$ cat config.mk
export PLATFORM = sky130hd
export DESIGN_NAME = mem_access_sequencer_flat
export DESIGN_NICKNAME = d
export VERILOG_FILES = /design/src/rtl/mem_access_sequencer_if.sv /design/src/rtl/mem_access_sequencer.sv /design/src/flat_wrapper.sv
export SDC_FILE = /design/constraint.sdc
export NUM_CORES = 1
export LEC_CHECK = 0
export ABC_AREA = 1
export BUFFER_PORTS_ARGS = -buffer_cell sky130_fd_sc_hd__buf_2
export CAP_MARGIN = 20
export CORE_ASPECT_RATIO = 0.5
export CORE_MARGIN = 8
export CORE_UTILIZATION = 55
export CTS_CLUSTER_DIAMETER = 100
export DETAILED_ROUTE_END_ITERATION = 10
export PLACE_DENSITY = 0.77
export SYNTH_ARGS = -nofsm -noshare
export SYNTH_HDL_FRONTEND = slang
export SYNTH_SLANG_ARGS = --single-unit
$ cat constraint.sdc
create_clock -name Clk -period 8.08 [get_ports Clk]
set_input_delay 1.616 -clock Clk [delete_from_list [all_inputs] [get_ports Clk]]
set_output_delay 1.616 -clock Clk [all_outputs]
set_load 0.005 [all_outputs]
$ cat src/rtl/mem_access_sequencer_if.sv
// Request/memory bus of the MIPS load/store sequencer.
// Request side : req_valid/req_ready handshake with opcode, byte address, store data.
// Memory side  : word address, one-cycle read/write strobes, write word, read word.
// Completion   : done pulse qualified by err, sign-extended load_data.
// master = pipeline + memory (drives requests and read data); slave = sequencer.
interface mem_access_sequencer_if #(
    parameter int unsigned ADDR_W = 32
) ();
    logic              req_valid;
    logic              req_ready;
    logic [5:0]        req_opcode;
    logic [ADDR_W-1:0] req_addr;
    logic [31:0]       req_wdata;
    logic [ADDR_W-1:0] mem_addr;
    logic              mem_rd_en;
    logic              mem_wr_en;
    logic [31:0]       mem_wdata;
    logic [31:0]       mem_rdata;
    logic              done;
    logic              err;
    logic [31:0]       load_data;

    modport master (
        output req_valid, req_opcode, req_addr, req_wdata, mem_rdata,
        input  req_ready, mem_addr, mem_rd_en, mem_wr_en, mem_wdata, done, err, load_data
    );

    modport slave (
        input  req_valid, req_opcode, req_addr, req_wdata, mem_rdata,
        output req_ready, mem_addr, mem_rd_en, mem_wr_en, mem_wdata, done, err, load_data
    );
endinterface

$ cat src/rtl/mem_access_sequencer.sv
// Sequences MIPS word/half/byte loads and stores onto a word-wide memory.
// Sub-word stores are done as read-modify-write; loads are sign-extended.
// Ports: Clk, Reset (async, active-high), bus (mem_access_sequencer_if.slave).
// Every bus output is registered; request fields are captured on accept.
module mem_access_sequencer #(
    parameter int unsigned ADDR_W = 32
) (
    input  logic                   Clk,
    input  logic                   Reset,
    mem_access_sequencer_if.slave  bus
);

    localparam int unsigned DATA_W = 32;
    localparam int unsigned OP_W   = 6;

    localparam logic [OP_W-1:0] OP_LB = 6'b100000;
    localparam logic [OP_W-1:0] OP_LH = 6'b100001;
    localparam logic [OP_W-1:0] OP_LW = 6'b100011;
    localparam logic [OP_W-1:0] OP_SB = 6'b101000;
    localparam logic [OP_W-1:0] OP_SH = 6'b101001;
    localparam logic [OP_W-1:0] OP_SW = 6'b101011;

    typedef enum logic [2:0] {
        IDLE    = 3'd0,
        READ    = 3'd1,
        CAPTURE = 3'd2,
        WRITE   = 3'd3,
        DONE    = 3'd4
    } state_t;

    state_t              state_q, state_d;
    logic [OP_W-1:0]     op_q;
    logic [ADDR_W-1:0]   addr_q;
    logic [DATA_W-1:0]   wdata_q;
    logic [DATA_W-1:0]   word_buf_q, word_buf_d;

    logic                ready_q, ready_d;
    logic                rd_en_q, rd_en_d;
    logic                wr_en_q, wr_en_d;
    logic                done_q, done_d;
    logic                err_q, err_d;
    logic [ADDR_W-1:0]   mem_addr_q, mem_addr_d;
    logic [DATA_W-1:0]   mem_wdata_q, mem_wdata_d;
    logic [DATA_W-1:0]   load_data_q, load_data_d;

    logic                accept;
    logic [OP_W-1:0]     cur_op;
    logic [ADDR_W-1:0]   cur_addr;
    logic [DATA_W-1:0]   cur_wdata;
    logic [ADDR_W-1:0]   aligned_addr;
    logic [1:0]          lane;
    logic                is_w, is_h, is_b, is_store, supported, misaligned;

    // Sign-extended load result from a word, by size and lane.
    function automatic logic [DATA_W-1:0] load_extend(input logic [DATA_W-1:0] word,
                                                      input logic [1:0] ln,
                                                      input logic h, input logic b);
        logic [15:0] hv;
        logic [7:0]  bv;
        hv = ln[1] ? word[31:16] : word[15:0];
        if (ln == 2'd0)      bv = word[7:0];
        else if (ln == 2'd1) bv = word[15:8];
        else if (ln == 2'd2) bv = word[23:16];
        else                 bv = word[31:24];
        if (b)      return {{24{bv[7]}}, bv};
        else if (h) return {{16{hv[15]}}, hv};
        else        return word;
    endfunction

    // Word with the selected half or byte lane replaced by the store data.
    function automatic logic [DATA_W-1:0] store_merge(input logic [DATA_W-1:0] word,
                                                      input logic [15:0] data,
                                                      input logic [1:0] ln,
                                                      input logic h);
        logic [DATA_W-1:0] r;
        r = word;
        if (h) begin
            if (ln[1]) r[31:16] = data;
            else       r[15:0]  = data;
        end else begin
            if (ln == 2'd0)      r[7:0]   = data[7:0];
            else if (ln == 2'd1) r[15:8]  = data[7:0];
            else if (ln == 2'd2) r[23:16] = data[7:0];
            else                 r[31:24] = data[7:0];
        end
        return r;
    endfunction

    // In IDLE the request is still on the bus; afterwards use the captured copy.
    always_comb begin
        cur_op    = (state_q == IDLE) ? bus.req_opcode : op_q;
        cur_addr  = (state_q == IDLE) ? bus.req_addr   : addr_q;
        cur_wdata = (state_q == IDLE) ? bus.req_wdata  : wdata_q;
    end

    // Opcode decode and alignment check.
    always_comb begin
        is_w      = 1'b0;
        is_h      = 1'b0;
        is_b      = 1'b0;
        is_store  = 1'b0;
        supported = 1'b1;
        case (cur_op)
            OP_LW:   is_w = 1'b1;
            OP_LH:   is_h = 1'b1;
            OP_LB:   is_b = 1'b1;
            OP_SW:   begin is_w = 1'b1; is_store = 1'b1; end
            OP_SH:   begin is_h = 1'b1; is_store = 1'b1; end
            OP_SB:   begin is_b = 1'b1; is_store = 1'b1; end
            default: supported = 1'b0;
        endcase
        lane         = cur_addr[1:0];
        misaligned   = (is_w && (lane != 2'd0)) || (is_h && lane[0]);
        aligned_addr = {cur_addr[ADDR_W-1:2], 2'b00};
        accept       = (state_q == IDLE) && ready_q && bus.req_valid;
    end

    // Read data is bypassed into the buffer's next value so merge/extend see it in CAPTURE.
    assign word_buf_d = (state_q == CAPTURE) ? bus.mem_rdata : word_buf_q;

    // Next state and next registered outputs.
    always_comb begin
        state_d     = state_q;
        rd_en_d     = 1'b0;
        wr_en_d     = 1'b0;
        done_d      = 1'b0;
        err_d       = 1'b0;
        mem_addr_d  = '0;
        mem_wdata_d = '0;
        load_data_d = '0;
        case (state_q)
            IDLE: begin
                if (accept) begin
                    if (!supported || misaligned) begin
                        state_d = DONE;
                        done_d  = 1'b1;
                        err_d   = 1'b1;
                    end else if (cur_op == OP_SW) begin
                        state_d     = WRITE;
                        wr_en_d     = 1'b1;
                        mem_addr_d  = aligned_addr;
                        mem_wdata_d = cur_wdata;
                    end else begin
                        state_d    = READ;
                        rd_en_d    = 1'b1;
                        mem_addr_d = aligned_addr;
                    end
                end
            end
            READ: begin
                state_d    = CAPTURE;
                mem_addr_d = aligned_addr;
            end
            CAPTURE: begin
                if (is_store) begin
                    state_d     = WRITE;
                    wr_en_d     = 1'b1;
                    mem_addr_d  = aligned_addr;
                    mem_wdata_d = store_merge(word_buf_d, cur_wdata[15:0], lane, is_h);
                end else begin
                    state_d     = DONE;
                    done_d      = 1'b1;
                    load_data_d = load_extend(word_buf_d, lane, is_h, is_b);
                end
            end
            WRITE: begin
                state_d = DONE;
                done_d  = 1'b1;
            end
            DONE:    state_d = IDLE;
            default: state_d = IDLE;
        endcase
        ready_d = (state_d == IDLE);
    end

    // State, request capture and output registers.
    always_ff @(posedge Clk or posedge Reset) begin
        if (Reset) begin
            state_q     <= IDLE;
            op_q        <= '0;
            addr_q      <= '0;
            wdata_q     <= '0;
            word_buf_q  <= '0;
            ready_q     <= 1'b0;
            rd_en_q     <= 1'b0;
            wr_en_q     <= 1'b0;
            done_q      <= 1'b0;
            err_q       <= 1'b0;
            mem_addr_q  <= '0;
            mem_wdata_q <= '0;
            load_data_q <= '0;
        end else begin
            state_q     <= state_d;
            word_buf_q  <= word_buf_d;
            ready_q     <= ready_d;
            rd_en_q     <= rd_en_d;
            wr_en_q     <= wr_en_d;
            done_q      <= done_d;
            err_q       <= err_d;
            mem_addr_q  <= mem_addr_d;
            mem_wdata_q <= mem_wdata_d;
            load_data_q <= load_data_d;
            if (accept) begin
                op_q    <= bus.req_opcode;
                addr_q  <= bus.req_addr;
                wdata_q <= bus.req_wdata;
            end
        end
    end

    assign bus.req_ready = ready_q;
    assign bus.mem_rd_en = rd_en_q;
    assign bus.mem_wr_en = wr_en_q;
    assign bus.done      = done_q;
    assign bus.err       = err_q;
    assign bus.mem_addr  = mem_addr_q;
    assign bus.mem_wdata = mem_wdata_q;
    assign bus.load_data = load_data_q;

endmodule

$ cat src/flat_wrapper.sv
// flat-port wrapper written by rule: the top's interface ports become plain ports
module mem_access_sequencer_flat 
#(
    parameter int unsigned ADDR_W = 32
)
  (Clk, Reset, bus_req_valid, bus_req_opcode, bus_req_addr, bus_req_wdata, bus_mem_rdata, bus_req_ready, bus_mem_addr, bus_mem_rd_en, bus_mem_wr_en, bus_mem_wdata, bus_done, bus_err, bus_load_data);
  mem_access_sequencer_if #(.ADDR_W(ADDR_W)) bus_i ();
  input  logic Clk;
  input  logic Reset;
  input wire logic [$bits(bus_i.req_valid)-1:0] bus_req_valid;
  input wire logic [$bits(bus_i.req_opcode)-1:0] bus_req_opcode;
  input wire logic [$bits(bus_i.req_addr)-1:0] bus_req_addr;
  input wire logic [$bits(bus_i.req_wdata)-1:0] bus_req_wdata;
  input wire logic [$bits(bus_i.mem_rdata)-1:0] bus_mem_rdata;
  output wire logic [$bits(bus_i.req_ready)-1:0] bus_req_ready;
  output wire logic [$bits(bus_i.mem_addr)-1:0] bus_mem_addr;
  output wire logic [$bits(bus_i.mem_rd_en)-1:0] bus_mem_rd_en;
  output wire logic [$bits(bus_i.mem_wr_en)-1:0] bus_mem_wr_en;
  output wire logic [$bits(bus_i.mem_wdata)-1:0] bus_mem_wdata;
  output wire logic [$bits(bus_i.done)-1:0] bus_done;
  output wire logic [$bits(bus_i.err)-1:0] bus_err;
  output wire logic [$bits(bus_i.load_data)-1:0] bus_load_data;
  assign bus_i.req_valid = bus_req_valid;
  assign bus_i.req_opcode = bus_req_opcode;
  assign bus_i.req_addr = bus_req_addr;
  assign bus_i.req_wdata = bus_req_wdata;
  assign bus_i.mem_rdata = bus_mem_rdata;
  assign bus_req_ready = bus_i.req_ready;
  assign bus_mem_addr = bus_i.mem_addr;
  assign bus_mem_rd_en = bus_i.mem_rd_en;
  assign bus_mem_wr_en = bus_i.mem_wr_en;
  assign bus_mem_wdata = bus_i.mem_wdata;
  assign bus_done = bus_i.done;
  assign bus_err = bus_i.err;
  assign bus_load_data = bus_i.load_data;
  mem_access_sequencer #(.ADDR_W(ADDR_W)) u_core (.Clk(Clk), .Reset(Reset), .bus(bus_i));
endmodule
# ---- Word-level counts from Yosys, hierarchy flattened
# Index checks and enable logic that the tools add are counted.
dict set report word_totals {
  out_inout_bits 101
  n_memories 0
  mem_bits_rw 0
  register_bits 206
  in_bits 105
  romBits 0
  latch_bits 0
  wordCells 94
}
dict set report op_classes {
  shift 0
  mul 0
  n_reduce_logical 16
  muxes 54
  eq_ne 11
  div_mod_pow 0
  bitwise_logic 0
  order_cmp 0
  addsub 0
}
# cell n
set op_table {}
lappend op_table {{$mux 32} 15}
lappend op_table {{$pmux 32 s3} 1}
lappend op_table {{$mux 16} 4}
lappend op_table {{$pmux 32 s2} 1}
lappend op_table {{$mux 8} 7}
lappend op_table {{$eq 6x6->1 const B} 6}
lappend op_table {{$mux 24} 1}
lappend op_table {{$mux 1} 17}
lappend op_table {{$pmux 3 s4} 1}
lappend op_table {{$mux 3} 3}
lappend op_table {{$eq 3x2->1 const B} 2}
lappend op_table {{$logic_not 3->1} 2}
lappend op_table {{$mux 6} 1}
lappend op_table {{$reduce_or 2->1} 3}
lappend op_table {{$reduce_or 6->1} 1}
lappend op_table {{$logic_and 1x1->1} 4}
lappend op_table {{$eq 3x1->1 const B} 1}
lappend op_table {{$pmux 1 s3} 1}
lappend op_table {{$reduce_or 3->1} 1}
lappend op_table {{$eq 2x1->1 const B} 1}
lappend op_table {{$eq 2x2->1 const B} 1}
lappend op_table {{$logic_not 2->1} 1}
lappend op_table {{$logic_or 1x1->1} 2}
lappend op_table {{$mux 2} 1}
lappend op_table {{other kinds (3)} 3}

# ---- Longest topological paths before layout
dict set report depth {
  ltp_word 12
  mapped_depth 14
  ltp_nobuf 12
}

# ---- Least setup slack after synthesis
# OpenSTA, ideal clock, no wires.
dict set report synth_path {
  kind {input to register}
  startpoint {input bus_req_opcode[4]}
  endpoint {register u_core.mem_addr_q[10] (netlist: u_core.bus.mem_addr[10])}
  setup_time_ns 0.126
  cell_stages 11
  setup_slack_ns 5.304
  required_ns 7.954
  path_buffers 1
  arrival_time_ns 2.651
  cell_sequence {inv_1 nand2_1 nor2_1 nand2_1 nand2_2 nand3_2 nor2_1 nor2_4 nand2_4 buf_6 a21oi_2}
}
dict set report synth_via {
  elab_chain_cells 10
  elab_cells_between_ends 24
  cone_classes {eq/ne (6); mux (9); reduce/logical (9)}
}
# element line_no
set synth_rtl {}
lappend synth_rtl {{from (decl)} flat_wrapper.sv:11} ;# input wire logic [$bits(bus_i.req_opcode)-1:0] bus_req_opcode;
lappend synth_rtl {{$mux 6 *} mem_access_sequencer.sv:91} ;# cur_op = (state_q == IDLE) ? bus.req_opcode : op_q;
lappend synth_rtl {{$eq 6x6->1} mem_access_sequencer.sv:103} ;# case (cur_op)
lappend synth_rtl {{$reduce_or 2->1 (no source line)} -}
lappend synth_rtl {{$mux 1} mem_access_sequencer.sv:103}
lappend synth_rtl {{$logic_and 1x1->1} mem_access_sequencer.sv:113} ;# misaligned = (is_w && (lane != 2'd0)) || (is_h && lane[0]);
lappend synth_rtl {{$logic_or 1x1->1} mem_access_sequencer.sv:113}
lappend synth_rtl {{$logic_or 1x1->1} mem_access_sequencer.sv:134} ;# if (!supported || misaligned) begin
lappend synth_rtl {{$mux 32} mem_access_sequencer.sv:134}
lappend synth_rtl {{$mux 32} mem_access_sequencer.sv:133} ;# if (accept) begin
lappend synth_rtl {{$pmux 32 s3 *} mem_access_sequencer.sv:131} ;# case (state_q)
lappend synth_rtl {{net u_core.mem_addr_d[10]} mem_access_sequencer.sv:42} ;# logic [ADDR_W-1:0] mem_addr_q, mem_addr_d;
lappend synth_rtl {{to (signal assigned)} mem_access_sequencer.sv:200} ;# mem_addr_q <= mem_addr_d;
lappend synth_rtl {{to (decl)} mem_access_sequencer.sv:42}
# The timed path passes the listed nets; every way through them passes the cells marked *.
# A chain may end at the register's enable or synchronous reset.

# ---- Worst setup path in the final report
dict set report layout_path {
  startpoint {input bus_req_addr[1]}
  endpoint {register u_core.mem_addr_q[30] (netlist: u_core.bus.mem_addr[30])}
}
dict set report layout_via {
  elab_chain_cells 8
}
# element line_no
set layout_rtl {}
lappend layout_rtl {{from (decl)} flat_wrapper.sv:12} ;# input wire logic [$bits(bus_i.req_addr)-1:0] bus_req_addr;
lappend layout_rtl {{$mux 32} mem_access_sequencer.sv:92} ;# cur_addr = (state_q == IDLE) ? bus.req_addr : addr_q;
lappend layout_rtl {{$reduce_bool 2->1} mem_access_sequencer.sv:113}
lappend layout_rtl {{$logic_and 1x1->1} mem_access_sequencer.sv:113}
lappend layout_rtl {{$logic_or 1x1->1} mem_access_sequencer.sv:113}
lappend layout_rtl {{$logic_or 1x1->1} mem_access_sequencer.sv:134}
lappend layout_rtl {{$mux 32} mem_access_sequencer.sv:134}
lappend layout_rtl {{$mux 32} mem_access_sequencer.sv:133}
lappend layout_rtl {{$pmux 32 s3} mem_access_sequencer.sv:131}
lappend layout_rtl {{net u_core.mem_addr_d[30]} mem_access_sequencer.sv:42}
# The timed path passes the listed nets, and every way through them passes these cells.

==> flow_metrics.env <==
export IMPL_num_vias=8796
export IMPL_synth_distinct_cells=30
export IMPL_rsz0062_at_grt="no"
export IMPL_ant_nets=0
export IMPL_ys_flop_type="dfrtp_1"
export IMPL_grt_max_degree=132
export IMPL_die_h_um=110
export IMPL_drc=0
export IMPL_rows=34
export IMPL_drt_iter0_markers=928
export IMPL_final_util_pct=64.6
export IMPL_startpoint_type="input pin"
export IMPL_post_dp_hpwl_mm=19.0
export IMPL_outcome="finished clean"
export IMPL_drt_total_wl_mm=27.4
export IMPL_wl_met1_mm=11.7
export IMPL_setup_viol=0
export IMPL_slew_violations=0
export IMPL_crit_slowest_cell="nor2_4"
export IMPL_wl_per_cell_um=16.7
export IMPL_worstMarginPinSlew_ns=1.12
export IMPL_synth_seq_area_share_pct=48.8
export IMPL_worstSetupEndpointType="register"
export IMPL_clk_pin_slew_ns=0.07
export IMPL_drive_gt1_share_pct=23.0
export IMPL_crit_path_cell_trace="buf_2, nand3b_1, nand2_2, buf_4, nand2_4, nand2_1, nand2_1, nor2_4, nand2_4, o21ai_0"
export IMPL_max_cap_violations=0
export IMPL_postSynthRegisterBits=188
export IMPL_power_density_mw_per_mm2=313
export IMPL_clockBufferDepth=2
export IMPL_cp_max_fo=65
export IMPL_hold_path_class="reg2reg"
export IMPL_crit_arrival_ns=4.47
export IMPL_crit_family="simple AND/OR/NAND/NOR gates"
export IMPL_clockRootBuffer="clkbuf_16"
export IMPL_core_mm2=0.0173
export IMPL_grt_overflow=0
export IMPL_wl_met2_mm=12.8
export IMPL_dr_wl_met3_mm=2.55
export IMPL_p_total_mw=3.49
export IMPL_min_period_over_period_pct=51.3
export IMPL_synth_cells=1233
export IMPL_max_slew_margin_rel_pct=24.4
export IMPL_avgViaCountPerCell=5.38
export IMPL_synth_edff_count=0
export IMPL_final_cell_area_mm2=0.0112
export IMPL_place_congestion=0.865
export IMPL_htree_levels=4
export IMPL_post_cts_buffers=0
export IMPL_cpPeakStageDelay_ns=0.66
export IMPL_cp_buffers_inverters=2
export IMPL_hold_viol_final=0
export IMPL_yosys_area_top_type="dfrtp_1"
export IMPL_grt_pass1_wl_mm=43.5
export IMPL_grt_pass1_vias=8369
export IMPL_yosysMostFrequentCell="nand2_1"
export IMPL_synth_area_mm2=0.00963
export IMPL_ys_top_cells_by_count="nand2_1 (406), dfrtp_1 (188), o21ai_0 (128)"
export IMPL_skew_ns=0.0102
export IMPL_period_minus_slack_ns=4.14
export IMPL_worstPathRequired_ns=8.41
export IMPL_yosysWarnings=0
export IMPL_cts_tree="done"
export IMPL_hold_buffers=0
export IMPL_insertion_delay_ns=0.43
export IMPL_area_delta_synth_final_pct=15.8
export IMPL_tns_ns=0
export IMPL_synth_area_leaders="dfrtp_1 (49%), nand2_1 (16%), o21ai_0 (6.7%)"
export IMPL_synth_top_area_share_pct=48.8
export IMPL_grt_usage_pct=24.5
export IMPL_io_pins=206
export IMPL_criticalPathCategory="in2reg"
export IMPL_fmax_ghz=0.241
export IMPL_clock_sinks=188
export IMPL_start_util_pct=55.8
export IMPL_ir_worst_vdd_uv=190
export IMPL_die_x_um=203
export IMPL_placed_area_mm2=0.0105
export IMPL_leakagePower_nw=6.35
export IMPL_dr_pass1_iters=6
export IMPL_cts_resized=0
export IMPL_die_area_mm2=0.0223
export IMPL_port_buffers=203
export IMPL_cts_buffers=17
export IMPL_antenna_found_initial=4
export IMPL_topRoutingLayerUsed="met5"
export IMPL_synthArstFlopShare_pct=100
export IMPL_synth_avg_cell_area_um2=7.81
export IMPL_final_nets=1492
## cell usage in the layout, fill, tap and decap left out
cell,n
nand2_1,405
buf_2,203
dfrtp_1,188
o21ai_0,128
inv_1,123
nand3_1,55
nor2_1,52
nand4_1,36
a21oi_1,30
o21ai_1,29
a21oi_2,29
o211ai_1,25
clkbuf_16,17
nand2_2,13
inv_2,11
o21ai_2,7
buf_4,7
clkinv_4,5
nand2_4,4
nand3b_1,4
inv_6,4
inv_4,3
inv_8,3
nor2_2,2
nor2_8,2
nor2_4,2
nand3_2,2
clkinv_2,2
conb_1,2
clkinvlp_4,2
diode_2,1
clkinv_1,1
nand3b_2,1
nor3_4,1
bufinv_16,1
buf_16,1
## layout make-up
type / count / area [um^2]
antenna: 1 / 2.50
clock buffer: 17 / 425
clock inverter: 15 / 154
fill: 1530 / 6120
inverter: 140 / 539
multi-input combinational: 829 / 3940
sequential: 188 / 4700
tap: 234 / 293
timing repair buffer: 211 / 1100
## tightest hold or removal path: stages (launching register included)
cell and delay [ns]:
dfrtp_1 0.34, nand2_1 0.05, nand2_1 0.06
## power by group
group	switching, mW	internal (mW)	leakage (nW)	total [mW]
Combinational	1.05	0.410	3.58	1.46
Sequential	0.0626	1.14	2.48	1.20
Clock	0.390	0.436	0.281	0.826
Total	1.50	1.99	6.35	3.49
## path summary, 6_finish.rpt
check,startpoint,end,slack [ns],depth (start not counted)
worst max-delay path,bus_req_addr[1],u_core.bus.mem_addr[30]$_DFF_PP0_,3.94,10
min in group asynchronous,Reset,u_core.addr_q[24]$_DFFE_PP0P_,1.16,2
worst min-delay path,u_core.wdata_q[1]$_DFFE_PP0P_,u_core.wdata_q[1]$_DFFE_PP0P_,0.48,2
max in group asynchronous,Reset,u_core.bus.load_data[14]$_DFF_PP0_,5.63,3
worst max register to register,u_core.state_q[0]$_DFF_PP0_,u_core.bus.mem_addr[30]$_DFF_PP0_,4.00,10
worst min register to register,u_core.wdata_q[1]$_DFFE_PP0P_,u_core.wdata_q[1]$_DFFE_PP0P_,0.48,2
## state kept, by name, summed over array words and instances, names as in the netlist
register	count
u_core.addr_q	32
u_core.bus.mem_wr_en	1
u_core.bus.load_data	32
u_core.bus.mem_addr	30
u_core.bus.req_ready	1
u_core.bus.done	1
u_core.word_buf_q	32
u_core.state_q	3
u_core.bus.err	1
u_core.wdata_q	16
u_core.bus.mem_rd_en	1
u_core.bus.mem_wdata	32
u_core.op_q	6
## stage by stage
step                      setup slack [ns]  hold slack [ns]  std cells
final                                 3.94            0.484       1635
after global routing                  3.61            0.507       1634
after CTS                             4.00            0.484       1633
after detailed placement              3.57            0.465       1601
after global placement                3.67            0.462       1601
after floorplan                       1.35            0.449       1234
## per-layer routing
layer / global-route usage, % / up-vias
met5: 0 / -
met1: 33.1 / 4174
met4: 5.97 / 6
met3: 6.00 / 35
met2: 39.7 / 342
li1: - / 4239
## logic make-up (layout without fill, tap and decap cells)
kind of cell           Yosys count  in the layout  synth area share, %
AO/OA/AOI/OAI                  248            248                 14.9
buffers and inverters          217            383                 10.3
flip-flops                     188            188                 48.8
other                            1              3               0.0389
AND/OR/NAND/NOR                579            579                 25.9
No activity file was read; power rests on OpenSTA's default activity.
